<file path="config.mk">
export PLATFORM = sky130hd
export DESIGN_NAME = fp_round_pack
export DESIGN_NICKNAME = d
export VERILOG_FILES = /design/src/rtl/fp_pkg.sv /design/src/rtl/fp_round.sv /design/src/rtl/fp_round_pack.sv
export SDC_FILE = /design/constraint.sdc
export NUM_CORES = 1
export LEC_CHECK = 0
export CAP_MARGIN = 20
export CORE_ASPECT_RATIO = 0.75
export CORE_MARGIN = 5
export CORE_UTILIZATION = 25
export DETAILED_ROUTE_END_ITERATION = 7
export PLACE_DENSITY = 0.44
export SLEW_MARGIN = 15
export SYNTH_ARGS = -nofsm -noshare
export SYNTH_HDL_FRONTEND = slang
export SYNTH_SLANG_ARGS = --single-unit
</file>
<file path="constraint.sdc">
create_clock -name clk -period 4.7 [get_ports clk]
set_clock_uncertainty 0.1 [all_clocks]
set_input_delay 0.94 -clock clk [delete_from_list [all_inputs] [get_ports clk]]
set_output_delay 0.94 -clock clk [all_outputs]
set_load 0.01 [all_outputs]
</file>
<file path="src/rtl/fp_pkg.sv">
// Shared widths, limits and packing helper for the 8-bit minifloat round/pack path.
package fp_pkg;

  localparam int EXP_W     = 3;
  localparam int SIG_W     = 4;
  localparam int OUT_W     = 8;
  localparam int SAT_CNT_W = 8;

  localparam logic [EXP_W-1:0]     E_MAX       = 3'b111;
  localparam logic [SIG_W-1:0]     F_MAX       = 4'b1111;
  localparam logic [SIG_W-1:0]     F_CARRY     = 4'b1000;
  localparam logic [SAT_CNT_W-1:0] SAT_CNT_MAX = 8'd255;

  // A zero magnitude always packs as +0 so that a negative zero never leaves the block.
  function automatic logic [OUT_W-1:0] pack_float(input logic s,
                                                  input logic [EXP_W-1:0] e,
                                                  input logic [SIG_W-1:0] f);
    if (e == '0 && f == '0) return '0;
    return {s, e, f};
  endfunction

endpackage

</file>
<file path="src/rtl/fp_round.sv">
// Combinational round-half-up of an {E, F} pair using the first discarded bit.
module fp_round
  import fp_pkg::*;
(
  input  logic [EXP_W-1:0] e_in,
  input  logic [SIG_W-1:0] f_in,
  input  logic             fifth_bit,
  output logic [EXP_W-1:0] e_out,
  output logic [SIG_W-1:0] f_out,
  output logic             sat
);

  // A significand carry renormalises to 1000 in the next binade; at the top binade we clamp instead.
  always_comb begin
    e_out = e_in;
    f_out = f_in;
    sat   = 1'b0;
    if (fifth_bit) begin
      if (f_in == F_MAX) begin
        if (e_in == E_MAX) begin
          sat = 1'b1;
        end else begin
          e_out = e_in + 1'b1;
          f_out = F_CARRY;
        end
      end else begin
        f_out = f_in + 1'b1;
      end
    end
  end

endmodule

</file>
<file path="src/rtl/fp_round_pack.sv">
// Two-stage valid/ready pipeline: S1 rounds and packs, S2 is the output register.
module fp_round_pack
  import fp_pkg::*;
(
  input  logic                 clk,
  input  logic                 rst,
  input  logic                 in_valid,
  output logic                 in_ready,
  input  logic                 sign,
  input  logic [EXP_W-1:0]     exponent,
  input  logic [SIG_W-1:0]     significand,
  input  logic                 fifth_bit,
  output logic                 out_valid,
  input  logic                 out_ready,
  output logic [OUT_W-1:0]     out_float,
  output logic                 out_sat,
  input  logic                 sat_clr,
  output logic [SAT_CNT_W-1:0] sat_count
);

  logic [EXP_W-1:0] e_rnd;
  logic [SIG_W-1:0] f_rnd;
  logic             sat_rnd;

  logic             s1_valid;
  logic [OUT_W-1:0] s1_float;
  logic             s1_sat;
  logic             s2_valid;

  logic             s1_adv;
  logic             s2_adv;
  logic             out_xfer;

  fp_round u_round (
    .e_in      (exponent),
    .f_in      (significand),
    .fifth_bit (fifth_bit),
    .e_out     (e_rnd),
    .f_out     (f_rnd),
    .sat       (sat_rnd)
  );

  // in_ready is masked by rst because the cleared stages would otherwise look free during reset.
  assign s2_adv    = !s2_valid || out_ready;
  assign s1_adv    = !s1_valid || s2_adv;
  assign in_ready  = s1_adv && !rst;
  assign out_valid = s2_valid;
  assign out_xfer  = s2_valid && out_ready;

  always_ff @(posedge clk or posedge rst) begin
    if (rst) begin
      s1_valid <= 1'b0;
      s1_float <= '0;
      s1_sat   <= 1'b0;
    end else if (s1_adv) begin
      s1_valid <= in_valid;
      if (in_valid) begin
        s1_float <= pack_float(sign, e_rnd, f_rnd);
        s1_sat   <= sat_rnd;
      end
    end
  end

  always_ff @(posedge clk or posedge rst) begin
    if (rst) begin
      s2_valid  <= 1'b0;
      out_float <= '0;
      out_sat   <= 1'b0;
    end else if (s2_adv) begin
      s2_valid <= s1_valid;
      if (s1_valid) begin
        out_float <= s1_float;
        out_sat   <= s1_sat;
      end
    end
  end

  // Clear wins over a coincident increment; the count sticks at its maximum.
  always_ff @(posedge clk or posedge rst) begin
    if (rst) begin
      sat_count <= '0;
    end else if (sat_clr) begin
      sat_count <= '0;
    end else if (out_xfer && out_sat && sat_count != SAT_CNT_MAX) begin
      sat_count <= sat_count + 1'b1;
    end
  end

endmodule

</file>
# [Yosys cells after proc, flatten, opt, wreduce, memory -nomap -nowiden]
# Cells that the tools add are included.
[word_totals] regBits=28 output_inout_bits=19 wordCells=44 input_bits=14
[classes] reduce_logical=15 n_mux=16 n_addsub=3 eq_ne=3
[ops] op="$mux 8" n=4
[ops] op="$mux 4" n=3
[ops] op="$mux 3" n=3
[ops] op="$add 8x1->8 const B" n=1
[ops] op="$ne 8x8->1 const B" n=1
[ops] op="$mux 1" n=6
[ops] op="$logic_and 1x1->1" n=5
[ops] op="$add 4x1->4 const B" n=1
[ops] op="$eq 4x4->1 const B" n=1
[ops] op="$logic_not 4->1" n=1
[ops] op="$reduce_and 2->1" n=2
[ops] op="$add 3x1->3 const B" n=1
[ops] op="$eq 3x3->1 const B" n=1
[ops] op="$logic_not 1->1" n=3
[ops] op="$logic_not 3->1" n=1
[ops] op="$logic_or 1x1->1" n=2
[ops] op="$reduce_bool 2->1" n=1

# [Longest topological paths before layout]
# Gate-level depths: netlist of the first run.
[logic_depth] ltp_word=10 ltp_mapped=5 mapped_depth_nobuf=5

# [Hierarchy]
# From an unflattened synthesis of the first run, not the netlist that was laid out.
[hier_totals] cells_unflattened=120 area_unflattened_um2=1437.6
[modules_own_cells] mod="fp_round_pack" instances=1 seq_area_each_um2=700.7 area_per_inst_um2=1262.5 cells_each=97
[modules_own_cells] mod="fp_round" instances=1 seq_area_each_um2=0.0 area_per_inst_um2=175.2 cells_each=23

# [Least setup slack after synthesis of the first run]
# No wires, ideal clock.
[synth_path] path_type="input to output" from="input port rst" to="output port in_ready" arrival_time_ps=1815 required_ps=3660 setup_slack_ps=1845 path_stages=2 path_buffers=0 cell_sequence="inv_1 and2_1"
[synth_between] elab_chain_len=2
[synth_rtl] element="start, declared" line="fp_round_pack.sv:6" source="input logic rst,"
[synth_rtl] element="$logic_not 1->1 (no line)"
[synth_rtl] element="$logic_and 1x1->1" line="fp_round_pack.sv:46" source="assign in_ready = s1_adv && !rst;"
[synth_rtl] element="end, declared" line="fp_round_pack.sv:8" source="output logic in_ready,"
# No other way between the ends.

# [Final worst setup path of the first run]
[layout_path] from="input port out_ready" to="output port in_ready"
[layout_between] elab_chain_len=3
[layout_rtl] element="start, declared" line="fp_round_pack.sv:14" source="input logic out_ready,"
[layout_rtl] element="$logic_or 1x1->1" line="fp_round_pack.sv:44" source="assign s2_adv = !s2_valid || out_ready;"
[layout_rtl] element="$logic_or 1x1->1" line="fp_round_pack.sv:45" source="assign s1_adv = !s1_valid || s2_adv;"
[layout_rtl] element="$logic_and 1x1->1" line="fp_round_pack.sv:46"
# No other way between the ends.

==> results of run 1 <==
[per-layer routing]
metal  share of wire  vias to the layer above
li1                -                      533
met1            0.48                      519
met2            0.47                       29
met3           0.038                        2
met4          0.0059                        0
met5               0                        -
[worst max-delay path: stages]
cell,delay [ns]
clkdlybuf4s50_1,0.54
nand3b_1,0.17
and2_1,0.14
clkdlybuf4s50_1,0.53
[synth_stat cells, drive strengths merged, types with 2 or more instances]
cell     n
mux2i    4
xor2     2
xnor2    6
dfrtp   28
a21oi    3
nand3    5
nor2    10
nand2b   4
ha       3
buf      3
and2     2
o31ai    2
mux2    10
nand4    5
inv      3
nand2   15
a31oi    2
a211oi   2
o21ai   11
[registers in the layout, indices dropped and copies added, names as in the netlist]
name       flops
out_sat        1
s1_valid       1
s1_sat         1
s1_float       8
out_float      8
out_valid      1
sat_count      8
[metrics by stage]
stage | hold slack (ns) | util | cell area (um^2) | power, mW | cells
floorplan | 0.345 | - | 1400 | 0.345 | 131
global placement | 0.363 | 0.336 | 1810 | 0.409 | 236
detailed placement | 0.372 | 0.336 | 1810 | 0.411 | 236
CTS | 0.398 | 0.349 | 1880 | 0.607 | 240
global route | 0.430 | 0.349 | 1880 | 0.628 | 240
finish | 0.386 | 0.349 | 1880 | 0.593 | 240
[worst max path at each step]
stage,startpoint,cells after the start,slack (ns),to
2_1_floorplan,rst,2,1.84,in_ready
6_report,out_ready,4,1.33,in_ready
5_1_grt,out_ready,4,1.25,in_ready
3_5_place_dp,out_ready,4,1.34,in_ready
3_3_place_gp,out_ready,4,1.38,in_ready
4_1_cts,out_ready,4,1.33,in_ready
[power by group through the flow]
stage / registers (mW) / logic, mW / clock network [mW]
final: 0.284 / 0.119 / 0.190
after global routing: 0.289 / 0.131 / 0.208
after CTS: 0.284 / 0.122 / 0.201
after detailed placement: 0.289 / 0.122 / 0
after global placement: 0.289 / 0.120 / 0
after floorplan: 0.296 / 0.0484 / 0
[logic make-up after synthesis]
logic type,after synthesis
xor+xnor,8
buf+inv,6
simple gates,48
mux,14
compound gates,24
fa+ha+maj,3
flops,28
[cell usage in the layout (no fill, tap or decap), types with 5 or more instances in the layout]
cell / n
clkdlybuf4s50_1: 32
nor2_1: 10
nand2_1: 15
xnor2_1: 6
nand3_1: 5
o21ai_0: 11
mux2_2: 10
dfrtp_1: 28
[area by class of cell]
class                           instances  area [um^2]  area share
Sequential cell                        28          701       0.373
Multi-Input combinational cell         97          676       0.359
Timing Repair Buffer                   33          328       0.174
Tap cell                               75         93.8      0.0499
Clock buffer                            3         41.3      0.0220
Clock inverter                          1         30.0      0.0160
Inverter                                3         11.3     0.00599
==> results_dict.tcl, run 1 <==
set metrics [dict create \
    status "complete, no violations" \
    cts_num_sinks 28 \
    htree_levels 1 \
    synth_fa_ha_area_frac 0.0267 \
    r2r_start "out_valid$_DFFE_PP0P_" \
    crit_path_end_kind "output port" \
    ir_drop_uv 138 \
    vias 1083 \
    fillers 561 \
    row_count 23 \
    synth-simple-area-share 0.176 \
    dp_slack_ns 1.34 \
    synth-edff-count 0 \
    min_path_cells 2 \
    met3_usage 0.0200 \
    nNetsFinal 183 \
    powerDensity_nw_per_um2 315 \
    synth_ff_type "dfrtp_1" \
    maxSlewHeadroom 0.617 \
    overflow 0 \
    core_area_um2 5380 \
    path_max_fanout 5 \
    insertion_delay_ns 0.27 \
    fp.dieW_um 96.5 \
    setup_tns_ns 0 \
    vias_per_cell 4.51 \
    leakagePower_nw 0.775 \
    ctsResizeCount 0 \
    first_global_vias 1109 \
    synth_top_area_cell "dfrtp_1" \
    critPathLaunchType "primary input" \
    cts_setup_buffers 0 \
    diodes 0 \
    switching_share 0.237 \
    routed_wirelength_um 3210 \
    r2r_end "s1_float[7]$_DFFE_PP0P_" \
    maxCapViolations 0 \
    grt_setup_unrepaired "no" \
    rrSetupSlack_ns 2.92 \
    synthMuxAreaShare 0.109 \
    initial_core_util 0.261 \
    maxSlewViolCount 0 \
    arrival_ns 2.33 \
    min_from "s1_float[3]$_DFFE_PP0P_" \
    portBuffers 32 \
    tightest_slew_ns 0.573 \
    synthArstFlopShare 1.00 \
    synth_top_family_by_area "simple AND/OR/NAND/NOR gates" \
    cts_tree "yes" \
    worst_slack_ns 1.33 \
    clkPwrFrac 0.320 \
    synth_nets 148 \
    grt_max_degree 29 \
    hold_path_class "flop to flop" \
    grtUsageMet1 0.131 \
    intPower_mw 0.452 \
    area_delta_synth_final_pct 34.0 \
    fin_crit_sh 0.716 \
    p_switching_mw 0.141 \
    syn_area_um2 1400 \
    place_hpwl_um 2450 \
    synth-compound-area-share 0.119 \
    hold_viol_final 0 \
    synth-xor-area-share 0.0499 \
    grtUsageTotal 0.0977 \
    power_frac_seq 0.479 \
    combPwrFrac 0.201 \
    grt_pass1_wl_um 5480 \
    avgSynthCellArea_um2 10.7 \
    ant_nets 0 \
    dieHeight_um 74.9 \
    drt_iter0_drc 74 \
    cts.clk_slew.worst_paths_ns 0.09 \
    hold_path_end "s1_float[3]$_DFFE_PP0P_" \
    gp_congestion 0.832 \
    antenna_found_initial 0 \
    drtPass1Iterations 6 \
    setup_violations 0 \
    synth_warnings 0 \
    period_needed_ns 3.37 \
    worst-setup-path-type "primary input to output port" \
    drt_drc_violations_left 0 \
    root_buffer "clkbuf_8" \
    yosysSeqAreaShare 0.499 \
    top_usage_layer "met2" \
    fp.dieArea_um2 7230 \
    ios 33 \
    numCtsBuffers 3 \
    ys_types 35 \
    ys_seq_elements 28 \
    layout-drive-gt1-share 0.121 \
    use_met2 0.158 \
    max_freq_mhz 297 \
    required_ns 3.66 \
    synth_cells 131 \
    ctsHoldBuffers 0 \
    wl_per_cell_um 13.4 \
    synthTopCellsByArea "dfrtp_1 50%, mux2_2 8.0%, nand2_1 4.0%, o21ai_0 3.9%, xnor2_1 3.7%" \
    synth.top_cell.area_share 0.499 \
    reg2regPathDepth 4 \
    clock_path_buffers 2 \
]
(Power assumes the default switching activity.)
==> run 2: changes to the inputs <==
--- a/config.mk
+++ b/config.mk
@@ -10,7 +10,7 @@
 export CORE_MARGIN = 5
 export CORE_UTILIZATION = 25
 export DETAILED_ROUTE_END_ITERATION = 7
-export PLACE_DENSITY = 0.44
+export PLACE_DENSITY = 0.45
 export SLEW_MARGIN = 15
 export SYNTH_ARGS = -nofsm -noshare
 export SYNTH_HDL_FRONTEND = slang
==> constraint.sdc (replaced) <==
create_clock -name clk -period 2.8 [get_ports clk]
set_clock_uncertainty 0.1 [all_clocks]
set_input_delay 0.56 -clock clk [delete_from_list [all_inputs] [get_ports clk]]
set_output_delay 0.56 -clock clk [all_outputs]
set_load 0.01 [all_outputs]
==> run 2 against run 1 <==
  * Global-route usage is 0.079 points lower
  * Highest routed layer unchanged
  * Critical path depth stayed put
  * Non-clock buffer count is 1 higher
  * Combinational power is 71% higher
  * Cell count is 0.42% higher
  * Largest cell class unchanged
  * Routed wire length is 0.81% higher
  * Flip-flop and latch count stayed put
  * Sequential share of layout area is 0.17 points higher
  * Power is 56% higher
  * Cell area is 0.47% lower
==> results_dict.tcl, run 2 (synthesized netlist as in run 1, its figures left out) <==
set metrics [dict create \
    antenna_found_initial 0 \
    overflow 0 \
    portBuffers 32 \
    path_buf_inv 2 \
    fp.dieArea_um2 7230 \
    period_needed_ns 2.59 \
    crit_cells 4 \
    insertion_delay_ns 0.27 \
    crit_top_cell "clkdlybuf4s50_1" \
    cp_top_family "buffers and inverters" \
    powerDensity_nw_per_um2 494 \
    layout_commonest_cell "clkdlybuf4s50_1" \
    maxCapViolations 0 \
    worst-setup-path-type "primary input to output port" \
    fillers 564 \
    core_area_um2 5380 \
    arrival_ns 1.93 \
    ant_nets 0 \
    leakagePower_nw 0.773 \
    grt_setup_unrepaired "no" \
    path_max_fanout 5 \
    crit_path_max_incr_delay_ns 0.54 \
    setup_tns_ns 0 \
    ctsResizeCount 0 \
    first_global_vias 1056 \
    drt_iter0_drc 46 \
    row_count 23 \
    min_path_cells 2 \
    drt_drc_violations_left 0 \
    critPathCapture "in_ready" \
    clock_path_buffers 2 \
    stdcell_area_um2 1870 \
    r2r_end "sat_count[7]$_DFFE_PP0P_" \
    ir_drop_uv 156 \
    r2r_start "sat_count[0]$_DFFE_PP0P_" \
    initial_core_util 0.261 \
    cts_tree "yes" \
    vias 1079 \
    cpMaxStageDelayCell "clkdlybuf4s50_1" \
    critPathLaunchType "primary input" \
    placed_area_um2 1820 \
    grtUsageTotal 0.0969 \
    htree_levels 1 \
    vias_per_cell 4.48 \
    reg2regPathDepth 5 \
    maxSlewHeadroom 0.708 \
    fin_crit_sh 0.925 \
    ios 33 \
    root_buffer "clkbuf_8" \
    multi_input_area_um2 676 \
    nNetsFinal 184 \
    dieHeight_um 74.9 \
    hold_path_class "flop to flop" \
    drtPass1Iterations 4 \
    cts_setup_buffers 0 \
    gp_congestion 0.818 \
    layout-drive-gt1-share 0.127 \
    crit_path_end_kind "output port" \
    rrSetupSlack_ns 1.07 \
    cts.clk_slew.worst_paths_ns 0.09 \
    status "complete, no violations" \
    routed_wirelength_um 3230 \
    top_regs "out_float (8), s1_float (8), sat_count (8)" \
    final_cell_mix "32 x clkdlybuf4s50_1, 28 x dfrtp_1, 15 x nand2_1" \
    area_delta_synth_final_pct 33.3 \
    seq_area_um2 701 \
    hold_viol_final 0 \
    ctsHoldBuffers 0 \
    path_cells "clkdlybuf4s50_1 -> nand3b_1 -> and2_1 -> clkdlybuf4s50_1" \
    cts_num_sinks 28 \
    max_freq_mhz 386 \
    place_hpwl_um 2550 \
    wl_per_cell_um 13.4 \
    grt_pass1_wl_um 5240 \
    tightest_slew_ns 0.437 \
    grt_max_degree 29 \
    setup_violations 0 \
    fp.dieW_um 96.5 \
    maxSlewViolCount 0 \
    required_ns 2.14 \
    numCtsBuffers 3 \
    critPathLaunch "out_ready" \
    diodes 0 \
]
==> run 2: cell count changes in the layout (fill, tap and decap cells not counted), sizes merged <==
| cell | before | now |
|---|---|---|
| buf | 1 | 2 |
| clkbuf | 3 | 4 |
| bufinv | 1 | 0 |
==> run 2: worst reg2reg max path, delay by kind of cell (launching register included) <==
family	cells	cell delay [ns]
AOI/OAI and AO/OA	1	0.37
xor gates and xnor gates	1	0.15
adders and majority gates	1	0.26
DFF	1	0.46
and+or+nand+nor	2	0.28
==> run 2: worst min path at each step <==
stage	start	to	slack (ns)
after floorplan	s1_float[2]$_DFFE_PP0P_	s1_float[2]$_DFFE_PP0P_	0.34
after global placement	s1_float[0]$_DFFE_PP0P_	s1_float[0]$_DFFE_PP0P_	0.36
after detailed placement	s1_float[1]$_DFFE_PP0P_	s1_float[1]$_DFFE_PP0P_	0.37
after CTS	s1_float[1]$_DFFE_PP0P_	s1_float[1]$_DFFE_PP0P_	0.40
after global routing	s1_float[4]$_DFFE_PP0P_	s1_float[4]$_DFFE_PP0P_	0.41
final	s1_float[0]$_DFFE_PP0P_	s1_float[0]$_DFFE_PP0P_	0.38
==> run 2: metal layers <==
metal | part of all wire | vias up | GRT usage
li1 | - | 540 | -
met3 | 0.028 | 7 | 0.0230
met1 | 0.49 | 513 | 0.126
met2 | 0.46 | 19 | 0.155
met4 | 0.019 | 0 | 0.0420
met5 | 0 | - | 0
==> run 2: where the power goes <==
part	total, mW	switching (mW)	internal [mW]
sequential	0.476	0.0233	0.453
combinational	0.203	0.0863	0.117
clock	0.247	0.121	0.126
total	0.925	0.230	0.695
==> run 2: cell type report <==
type / count / area share
sequential: 28 / 0.374
multi-input combinational: 97 / 0.361
timing repair buffer: 34 / 0.179
tap: 75 / 0.0501
clock buffer: 4 / 0.0294
inverter: 3 / 0.00602
==> run 2: through the flow <==
| stage | power (mW) | util | hold WS (ns) | cells | setup slack [ns] |
|---|---|---|---|---|---|
| 3_3_place_gp | 0.688 | 0.338 | 0.364 | 237 | 0.202 |
| 5_1_grt | 0.986 | 0.348 | 0.414 | 241 | 0.108 |
| 2_1_floorplan | 0.578 | - | 0.345 | 131 | 0.705 |
| 6_report | 0.925 | 0.348 | 0.385 | 241 | 0.210 |
| 4_1_cts | 0.949 | 0.348 | 0.395 | 241 | 0.198 |
| 3_5_place_dp | 0.692 | 0.338 | 0.372 | 237 | 0.214 |
